==> src/rtl/ibuf_loader_pkg.sv <==
// Shared definitions for ibuf_loader: FSM state encoding and default widths.
package ibuf_loader_pkg;

  localparam int unsigned DefMemDataWidth = 64;
  localparam int unsigned DefMemAddrWidth = 12;
  localparam int unsigned DefCountW       = 16;

  typedef enum logic [1:0] {
    StIdle = 2'd0,
    StLoad = 2'd1,
    StDone = 2'd2
  } state_e;

endpackage

==> src/rtl/ibuf_loader.sv <==
// Stream-to-buffer write loader: writes num_words beats from base_addr upward.
// Optional s_last consistency checking is enabled by IBUF_LOADER_LAST_CHECK_EN.
module ibuf_loader
  import ibuf_loader_pkg::*;
#(
  parameter int unsigned MEM_DATA_WIDTH = DefMemDataWidth,
  parameter int unsigned MEM_ADDR_WIDTH = DefMemAddrWidth,
  parameter int unsigned COUNT_W        = DefCountW
) (
  input  logic                      clk,
  input  logic                      reset,
  input  logic                      start,
  input  logic [MEM_ADDR_WIDTH-1:0] base_addr,
  input  logic [COUNT_W-1:0]        num_words,
  input  logic                      s_valid,
  output logic                      s_ready,
  input  logic [MEM_DATA_WIDTH-1:0] s_data,
  input  logic                      s_last,
  output logic                      mem_write_req,
  output logic [MEM_ADDR_WIDTH-1:0] mem_write_addr,
  output logic [MEM_DATA_WIDTH-1:0] mem_write_data,
  output logic                      busy,
  output logic                      done,
  output logic                      err
);

  state_e                    state_q, state_d;
  logic [MEM_ADDR_WIDTH-1:0] addr_q, addr_d;
  logic [COUNT_W-1:0]        cnt_q, cnt_d;
  logic [COUNT_W-1:0]        num_q, num_d;
  logic                      wr_req_q, wr_req_d;
  logic [MEM_ADDR_WIDTH-1:0] wr_addr_q, wr_addr_d;
  logic [MEM_DATA_WIDTH-1:0] wr_data_q, wr_data_d;
  logic                      busy_q, busy_d;
  logic                      done_q, done_d;
  logic                      ready_q, ready_d;
  logic                      last_beat;

`ifdef IBUF_LOADER_LAST_CHECK_EN
  logic err_q, err_d;
`endif

  assign last_beat = (cnt_q == num_q - COUNT_W'(1));

  always_comb begin
    state_d   = state_q;
    addr_d    = addr_q;
    cnt_d     = cnt_q;
    num_d     = num_q;
    wr_req_d  = 1'b0;
    wr_addr_d = wr_addr_q;
    wr_data_d = wr_data_q;
    done_d    = 1'b0;
`ifdef IBUF_LOADER_LAST_CHECK_EN
    err_d     = err_q;
`endif
    unique case (state_q)
      StIdle: begin
        if (start) begin
          if (num_words != '0) begin
            addr_d  = base_addr;
            num_d   = num_words;
            cnt_d   = '0;
            state_d = StLoad;
`ifdef IBUF_LOADER_LAST_CHECK_EN
            err_d   = 1'b0;
`endif
          end else begin
            // Empty tile: report completion without ever leaving idle.
            done_d = 1'b1;
          end
        end
      end
      StLoad: begin
        if (s_valid) begin
          wr_req_d  = 1'b1;
          wr_addr_d = addr_q;
          wr_data_d = s_data;
          addr_d    = addr_q + MEM_ADDR_WIDTH'(1);
          cnt_d     = cnt_q + COUNT_W'(1);
          if (last_beat) begin
            state_d = StDone;
            done_d  = 1'b1;
          end
`ifdef IBUF_LOADER_LAST_CHECK_EN
          if (s_last != last_beat) begin
            err_d = 1'b1;
          end
`endif
        end
      end
      StDone:  state_d = StIdle;
      default: state_d = StIdle;
    endcase
    busy_d  = (state_d != StIdle);
    ready_d = (state_d == StLoad);
  end

  always_ff @(posedge clk or posedge reset) begin
    if (reset) begin
      state_q   <= StIdle;
      addr_q    <= '0;
      cnt_q     <= '0;
      num_q     <= '0;
      wr_req_q  <= 1'b0;
      wr_addr_q <= '0;
      wr_data_q <= '0;
      busy_q    <= 1'b0;
      done_q    <= 1'b0;
      ready_q   <= 1'b0;
    end else begin
      state_q   <= state_d;
      addr_q    <= addr_d;
      cnt_q     <= cnt_d;
      num_q     <= num_d;
      wr_req_q  <= wr_req_d;
      wr_addr_q <= wr_addr_d;
      wr_data_q <= wr_data_d;
      busy_q    <= busy_d;
      done_q    <= done_d;
      ready_q   <= ready_d;
    end
  end

`ifdef IBUF_LOADER_LAST_CHECK_EN
  always_ff @(posedge clk or posedge reset) begin
    if (reset) begin
      err_q <= 1'b0;
    end else begin
      err_q <= err_d;
    end
  end
  assign err = err_q;
`else
  logic unused_s_last;
  assign unused_s_last = s_last;
  assign err           = 1'b0;
`endif

  assign s_ready        = ready_q;
  assign mem_write_req  = wr_req_q;
  assign mem_write_addr = wr_addr_q;
  assign mem_write_data = wr_data_q;
  assign busy           = busy_q;
  assign done           = done_q;

endmodule

==> config.mk <==
export PLATFORM = sky130hd
export DESIGN_NAME = ibuf_loader
export DESIGN_NICKNAME = d
export VERILOG_FILES = /design/src/rtl/ibuf_loader_pkg.sv /design/src/rtl/ibuf_loader.sv
export SDC_FILE = /design/constraint.sdc
export NUM_CORES = 1
export LEC_CHECK = 0
export CAP_MARGIN = 40
export CORE_MARGIN = 4
export CORE_UTILIZATION = 47
export DETAILED_ROUTE_END_ITERATION = 7
export PLACE_DENSITY = 0.8
export SLEW_MARGIN = 20
export SYNTH_ARGS = -nofsm -noshare
export SYNTH_HDL_FRONTEND = slang
export SYNTH_SLANG_ARGS = --single-unit
==> constraint.sdc <==
create_clock -name clk -period 4.96 [get_ports clk]
set_clock_uncertainty 0.2 [all_clocks]
set_input_delay 0.744 -clock clk [delete_from_list [all_inputs] [get_ports clk]]
set_output_delay 0.744 -clock clk [all_outputs]
set_load 0.1 [all_outputs]
After elaboration in Yosys (flattened, before gate mapping)
Cells that the tools add are included.
Widths: inputs -> output; s select.
{ "word_totals": {"regBits": 126, "latchBits": 0, "mem_bits_rw": 0, "romBits": 0, "inputBits": 97, "output_inout_bits": 81, "wordCells": 46, "memories": 0} }
{ "classes": {"addsub": 3, "mul": 0, "n_div": 0, "order_cmp": 0, "n_eq_ne": 6, "n_shift": 0, "muxes": 20, "n_bitwise": 0, "n_reduce_logical": 7} }
{ "ops": {"columns": ["op", "count"], "rows": [
  ["$mux 16", 3],
  ["$mux 12", 3],
  ["$pmux 16 s2", 1],
  ["$pmux 12 s2", 1],
  ["$add 16x1->16 const B", 1],
  ["$eq 16x16->1", 1],
  ["$reduce_bool 16->1", 1],
  ["$sub 16x1->16 const B", 1],
  ["$add 12x1->12 const B", 1],
  ["$mux 2", 4],
  ["$mux 1", 6],
  ["$ne 2x2->1 const B", 3],
  ["$eq 2x1->1 const B", 2],
  ["$pmux 2 s2", 1],
  ["$reduce_and 4->1", 1],
  ["$reduce_bool 2->1", 2],
  ["$reduce_and 3->1", 1],
  ["$logic_not 2->1", 1],
  ["$pmux 1 s2", 1],
  ["$reduce_and 2->1", 1]
]} }

Longest topological paths before layout
Gate-level depths: netlist (run 1).
{ "logic_depth": {"ltp_word": 6, "mapped_depth": 9, "ltp_nobuf": 8} }

Worst setup path before layout (run 1)
Ideal clock, no wire load.
{ "synth_path": {"path_kind": "reg-to-reg", "start": "register num_q[0]", "end": "register done_q, in the netlist done", "setup_ps": 92, "arrival_ps": 2246, "required_time_ps": 4668, "setup_slack_ps": 2423, "path_stages_with_launch": 9, "n_path_buf": 1, "period_less_slack_ps": 2537, "path_cell_list": "dfrtp_1 inv_1 ha_1 or4b_4 buf_6 or4b_4 o21ai_2 nand4bb_2 o31ai_2"} }
{ "synth_between": {"elab_chain_cells": 5} }
{ "synth_lines": {"columns": ["item", "line", "rtl"], "rows": [
  ["start: declaration", "ibuf_loader.sv:30", "logic [COUNT_W-1:0] num_q, num_d;"],
  ["start signal: assignment", "ibuf_loader.sv:115", "num_q <= num_d;"],
  ["$sub 16x1->16", "ibuf_loader.sv:43", "assign last_beat = (cnt_q == num_q - COUNT_W'(1));"],
  ["$eq 16x16->1", "ibuf_loader.sv:43", null],
  ["$mux 1", "ibuf_loader.sv:81", "if (last_beat) begin"],
  ["$mux 1", "ibuf_loader.sv:75", "if (s_valid) begin"],
  ["$pmux 1 s2", "ibuf_loader.sv:57", "unique case (state_q)"],
  ["named net done_d", "ibuf_loader.sv:35", "logic done_q, done_d;"],
  ["end signal: assignment", "ibuf_loader.sv:120", "done_q <= done_d;"],
  ["end: declaration", "ibuf_loader.sv:35", null]
]} }
The timed path passes the listed nets, and every way through them passes these cells.
A chain may end at the register's enable or synchronous reset.

Worst setup path in the final report (run 1)
{ "layout_path": {"start": "register state_q[1]", "end": "register addr_q[5]"} }
{ "layout_between": {"elab_chain_cells": 3, "word_cells_on_any_way": 8, "classes_between": "eq/ne: 4; mux: 1; reduce/logical: 3"} }
{ "layout_lines": {"columns": ["item", "line", "rtl"], "rows": [
  ["start: declaration", "ibuf_loader.sv:27", "state_e state_q, state_d;"],
  ["start signal: assignment", "ibuf_loader.sv:101", "state_q <= StIdle;"],
  ["start signal: assignment", "ibuf_loader.sv:112", "state_q <= state_d;"],
  ["$eq 2x1->1 / $logic_not 2->1 (equally long branches)", "ibuf_loader.sv:57", null],
  ["$ne 2x2->1 (no line) / $reduce_bool 2->1 (equally long branches)", null, null],
  ["$reduce_and 4->1 (no line)", null, null],
  ["end signal: assignment", "ibuf_loader.sv:113", "addr_q <= addr_d;"],
  ["end: declaration", "ibuf_loader.sv:28", "logic [MEM_ADDR_WIDTH-1:0] addr_q, addr_d;"]
]} }
Several ways; a longest one is shown, not always the timed one.

==> impl_metrics.csv, run 1 <==
group,metric,value,unit
status,outcome,"completed",
clock_tree,hold_buffers,0,
critical_path,crit_buf_inv,2,
synth,synth_top_family_by_area,"simple AND/OR/NAND/NOR gates",
floorplan,num_rows,40,
global_route,grt_pass1_wl,39.8,mm
floorplan,ios,178,
sta,hold_ws,0.280,ns
critical_path,r2r_cells,7,
hold_path,min_from,"mem_write_data[0]",
global_route,antenna_found_initial,3,
synth,synth_xor_area_share,4.96,%
sta,final-hold-violation-count,0,
place,io_buffers,175,
detailed_routing,drc,0,
layout,syn_to_final_growth,73.0,%
detailed_routing,drt_iter0_drc,859,
sta,setup_ws,1.82,ns
sta,tns,0,ns
global_route,grt_pass1_vias,6896,
synth,synth_simple_gate_area_share,29.0,%
synth,synthTopCellsByArea,"dfrtp_1 54%, nand2_1 19%, xor2_1 2.6%",
layout,fin_area,10100,um^2
power_and_ir_drop,ir_drop,790,uV
critical_path,r2r_start,"state_q[1]",
run,cap_violations,0,
clock_tree,post_cts_buffers,0,
place,gp_congestion,0.949,
synth,syn-instance-count,665,
clock_tree,cts_resized,0,
layout,drive_above_1_share,14.2,%
layout,layout.nets,1014,
synth,synth_area_per_cell,8.76,um^2
detailed_routing,num_vias,6499,
synth,synth_top_cell_by_area,"dfrtp_1",
floorplan,core,12100,um^2
synth,yosys_warnings,0,
detailed_routing,detail-route-antenna-nets,0,
layout,num-fill-cells,514,
synth,seq_area_frac_synth,54.1,%
sta,finalMaxSlewViolations,0,
sta,setup_viol,0,
hold_path,min_to,"mem_write_data[0]",
clock_tree,clk_latency,0.42,ns
clock_tree,cts_buffers,17,
critical_path,cp-start-kind,"register",
floorplan,die_x,119,um
sta,period_minus_slack,3.14,ns
place,post-place-ws,1.53,ns
synth,muxShareOfSynthArea,0.172,%
sta,rsz0062_at_grt,"no",
detailed_routing,viasPerCell,5.91,
detailed_routing,wl_per_cell,23.1,um
place,hpwlAfterDp,15.3,mm
clock_tree,cts_tree,"done",
synth,ys_seq_elements,126,
critical_path,worstSetupPathType,"register to register",
synth,yosysUniqueCellTypes,54,
floorplan,start_util,48.3,%
critical_path,worst-r2r-setup-slack,1.82,ns
sta,worst_pin_slew,0.883,ns
hold_path,hp-class,"register to register",
critical_path,end_kind,"register",
power_and_ir_drop,leakage,4.71,nW
detailed_routing,finalWirelength,25.4,mm
clock_tree,clkSlewWorstSetupHoldPaths,0.06,ns
place,place_area,9370,um^2
critical_path,critPathMaxStageDelay,0.62,ns
floorplan,die-area,14200,um^2
power_and_ir_drop,powerDensity,809,nW/um^2
critical_path,cp_max_fo,43,
global_route,grt_usage,36.4,%
clock_tree,clockBufferDepth,2,
synth,synth_ff_type,"dfrtp_1",
sta,finalCritPeriodShare,63.3,%
synth,synth.top_cell.area_share,54.1,%
critical_path,path_cells,"nor2b_1 > nand2_2 > inv_2 > buf_4 > nand2_1 > o22ai_1 > nor2_1",
critical_path,cp_slowest_cell,"nor2b_1",
synth,yosysMostFrequentCell,"nand2_1",
synth,synth_edf_count,0,
global_route,grt_max_degree,86,
critical_path,crit_required,5.06,ns
synth,synth_compound_area_share,7.73,%
critical_path,worstPathArrival,3.23,ns
synth,netlist_area,5820,um^2
synth,synthArstFlopShare,100,%
clock_tree,cts-root-buf,"clkbuf_16",
synth,ys_top_cells_by_count,"298 x nand2_1, 126 x dfrtp_1, 30 x clkbuf_1",
detailed_routing,drtPass1Iterations,6,
critical_path,crit_family,"buffers and inverters",
global_route,gr-total-overflow,0,
clock_tree,clkSinkCount,126,
critical_path,rr_endpoint,"addr_q[5]",
synth,synthAdderAreaFrac,0.644,%
power_and_ir_drop,total_power,8.15,mW
floorplan,die_h,119,um
hold_path,holdPathStages,2,
sta,timing.slew.headroom,41.1,%
clock_tree,h-tree-depth,4,
sta,fmax,319,MHz
synth,syn_nets,765,
report_power, final:
part | internal, mW | switching, mW
Combinational | 1.81 | 3.05
Sequential | 1.40 | 0.441
Clock | 0.948 | 0.501
Total | 4.16 | 3.99
kinds of logic (layout without fill, tap and decap cells):
logic type / after synthesis / in the layout
simple gates: 393 / 393
flops: 126 / 126
compound gates: 63 / 63
buf+inv: 45 / 307
xor+xnor: 33 / 33
fa+ha+maj: 3 / 3
other cells: 1 / 5
mux: 1 / 1
per-layer routing:
metal  wire [um]  track usage, %
met1        8880            43.2
met5           0               0
met2       12400            60.0
met4        1280            16.5
met3        2890            12.2
cells in the final DEF (no fill, tap or decap), drive strengths merged, types with 2 or more instances in the layout:
master         instances
dfrtp                126
a21oi                 12
or4b                   2
diode                  4
bufinv                 5
nand2b                 3
and4                   5
clkdlybuf4s50        175
xnor2                 16
nor2                  26
or3                    5
o21ai                 18
inv                   11
a21boi                 2
o211ai                 3
clkbuf                23
nand3                 12
nor4                  12
o22ai                  3
a2111oi                3
clkinvlp               2
nand4                  8
nor2b                  3
ha                     3
nand2                298
nor3                   9
xor2                  17
a31oi                  4
and3                   6
o221a                  2
buf                   89
a32oi                  3
state kept, by name (all words and copies together), names as in the netlist:
signal,count
addr_q,12
busy,1
cnt_q,16
done,1
mem_write_addr,12
mem_write_data,64
mem_write_req,1
num_q,16
s_ready,1
state_q,2
stage by stage:
step,utilization (%),instances
finish,83.5,1099
global route,83.5,1098
CTS,83.2,1093
detailed placement,77.7,1061
global placement,63.7,979
floorplan,-,665
worst max path at each step:
stage,from,to,slack [ns],depth (start not counted)
finish,state_q[1],addr_q[5],1.82,7
global placement,num_words[10],state_q[0],1.67,6
detailed placement,num_words[10],state_q[0],1.53,6
global route,state_q[1],addr_q[5],1.72,7
CTS,num_words[10],state_q[0],1.91,6
floorplan,reset,addr_q[0],0.66,1
layout make-up:
| class | count | area, um^2 | area share, % |
|---|---|---|---|
| Inverter | 10 | 40.0 | 0.397 |
| Tap cell | 168 | 210 | 2.09 |
| Antenna cell | 4 | 10.0 | 0.0994 |
| Sequential cell | 126 | 3150 | 31.3 |
| Clock buffer | 23 | 488 | 4.84 |
| Timing Repair Buffer | 265 | 3510 | 34.8 |
| Clock inverter | 9 | 179 | 1.78 |
| Multi-Input combinational cell | 494 | 2490 | 24.7 |
worst reg2reg max path: stages (launching register included):
cell and delay [ns]:
dfrtp_1 0.48, nor2b_1 0.62, nand2_2 0.14, inv_2 0.58, buf_4 0.54, nand2_1 0.17
o22ai_1 0.19, nor2_1 0.10
Note: power is estimated with default switching activity, not from simulation.
==> run 2: changes to the inputs <==
CORE_UTILIZATION = 43   (was 47)
PLACE_DENSITY = 0.77   (was 0.8)
clock period = 2.55 ns   (was 4.96 ns; I/O delays follow)
==> impl_metrics.csv, run 2 (synthesized netlist as in run 1, its figures left out) <==
group,metric,value,unit
status,outcome,"completed",
global_route,grt_pass1_wl,26.3,mm
sta,final-hold-violation-count,0,
detailed_routing,num_vias,5300,
power_and_ir_drop,total_power,12.8,mW
layout,fin_area,8470,um^2
critical_path,cp_max_fo,4,
detailed_routing,drtPass1Iterations,5,
clock_tree,cts_tree,"done",
critical_path,path_cells,"inv_2 > ha_4 > or4b_4 > buf_12 > or4b_4 > o21ai_4 > nand4bb_4 > nor3_1",
place,place_area,7790,um^2
critical_path,r2r_cells,8,
floorplan,die_h,124,um
global_route,antenna_found_initial,0,
layout,layout_common_cells,"297 x nand2_1, 126 x dfrtp_1, 117 x buf_4",
critical_path,crit_family,"simple AND/OR/NAND/NOR gates",
detailed_routing,drc,0,
floorplan,start_util,44.0,%
detailed_routing,finalWirelength,16.2,mm
layout,drive_above_1_share,19.8,%
floorplan,num_rows,42,
sta,timing.slew.headroom,60.2,%
clock_tree,clkSinkCount,126,
global_route,gr-total-overflow,0,
floorplan,ios,178,
critical_path,critPathLaunch,"num_q[0]",
critical_path,crit_cells,8,
place,io_buffers,175,
critical_path,cp_slowest_cell,"or4b_4",
clock_tree,cts_buffers,17,
floorplan,die-area,15500,um^2
sta,finalMaxSlewViolations,0,
clock_tree,clockBufferDepth,2,
power_and_ir_drop,ir_drop,1190,uV
critical_path,worstSetupPathType,"register to register",
detailed_routing,detail-route-antenna-nets,0,
sta,rsz0062_at_grt,"no",
critical_path,rr_endpoint,"state_q[1]",
critical_path,worst-r2r-setup-slack,0.03,ns
floorplan,core,13200,um^2
global_route,grt_usage,21.0,%
layout,layout.nets,968,
critical_path,r2r_start,"num_q[0]",
power_and_ir_drop,powerDensity,1510,nW/um^2
layout,largest_reg_flops,64,
hold_path,hp-class,"primary input to async pin",
place,hpwlAfterDp,11.4,mm
critical_path,end_kind,"register",
sta,finalCritPeriodShare,98.9,%
run,cap_violations,0,
critical_path,crit_required,2.68,ns
critical_path,crit_top_cell,"or4b_4",
place,post-place-ws,-0.271,ns
global_route,grt_max_degree,66,
sta,period_minus_slack,2.52,ns
critical_path,cp-start-kind,"register",
sta,setup_ws,0.0272,ns
detailed_routing,viasPerCell,5.01,
layout,regArea,3150,um^2
detailed_routing,drt_iter0_drc,298,
layout,num-fill-cells,1108,
layout,multi_input_area,2530,um^2
sta,setup_viol,0,
layout,diodes,0,
sta,fmax,396,MHz
layout,layout_commonest_cell,"nand2_1",
place,gp_congestion,0.879,
layout,syn_to_final_growth,45.4,%
power_and_ir_drop,leakage,4.15,nW
critical_path,worstPathArrival,2.65,ns
detailed_routing,wl_per_cell,15.3,um
critical_path,endpoint,"state_q[1]",
layout,utilization,63.9,%
clock_tree,cts-root-buf,"clkbuf_16",
clock_tree,hold_buffers,0,
critical_path,critPathMaxStageDelay,0.52,ns
sta,worst_pin_slew,0.582,ns
critical_path,crit_buf_inv,2,
clock_tree,clkSlewWorstSetupHoldPaths,0.06,ns
clock_tree,clk_latency,0.42,ns
global_route,grt_pass1_vias,5227,
floorplan,die_x,124,um
clock_tree,h-tree-depth,4,
[run 2: cell types whose count changed in the layout (fill, tap and decap cells not counted), moves of 3 or more]
cell and delta:
buf_12 +4, buf_4 +111, inv_6 +3, clkbuf_8 -3, clkdlybuf4s50_1 -80, clkinv_2 +3
diode_2 -4, bufinv_16 -3, buf_8 -43, buf_16 -37
[run 2: worst min-delay path by stage]
stage	start	end	slack, ns	cells past startpoint
floorplan	addr_q[10]	mem_write_addr[10]	0.26	2
global placement	mem_write_data[41]	mem_write_data[41]	0.26	2
detailed placement	mem_write_data[16]	mem_write_data[16]	0.26	2
CTS	reset	mem_write_data[26]	0.13	2
global route	reset	mem_write_data[26]	0.17	2
finish	reset	mem_write_data[24]	0.14	2
[run 2: repair_timing]
item                                    in CTS  in global routing
resized for setup                            0                 10
setup buffers                                0                  5
endpoints found under the hold margin        0                  0
endpoints found under the setup margin       0                  4
[run 2: through the flow]
stage          hold WS (ns)  cells  setup TNS [ns]
2_1_floorplan         0.264    665               0
5_1_grt               0.169   1057               0
3_5_place_dp          0.263   1020           -1.31
4_1_cts               0.132   1052               0
3_3_place_gp          0.260   1018           -4.84
6_report              0.141   1057               0
[run 2: layer usage]
| metal | part of all wire, % | vias up | routed length, um | global-route usage (%) |
|---|---|---|---|---|
| li1 | - | 2598 | - | - |
| met1 | 42 | 2510 | 6770 | 25.6 |
| met2 | 47 | 173 | 7600 | 32.9 |
| met3 | 9.7 | 19 | 1570 | 9.91 |
| met4 | 1.3 | 0 | 216 | 7.09 |
| met5 | 0 | - | 0 | 0 |
[run 2: where the power goes]
part | switching (mW) | internal [mW]
logic | 5.25 | 1.82
registers | 0.630 | 2.73
clock network | 0.928 | 1.47
total | 6.81 | 6.02
[run 2: final cells by class]
type / count / area share, %
inverters: 10 / 0.488
clock buffers: 19 / 5.23
repair buffers: 219 / 22.9
well taps: 176 / 2.60
flip-flops and latches: 126 / 37.2
clock inverters: 13 / 1.63
multi-input cells: 494 / 29.9
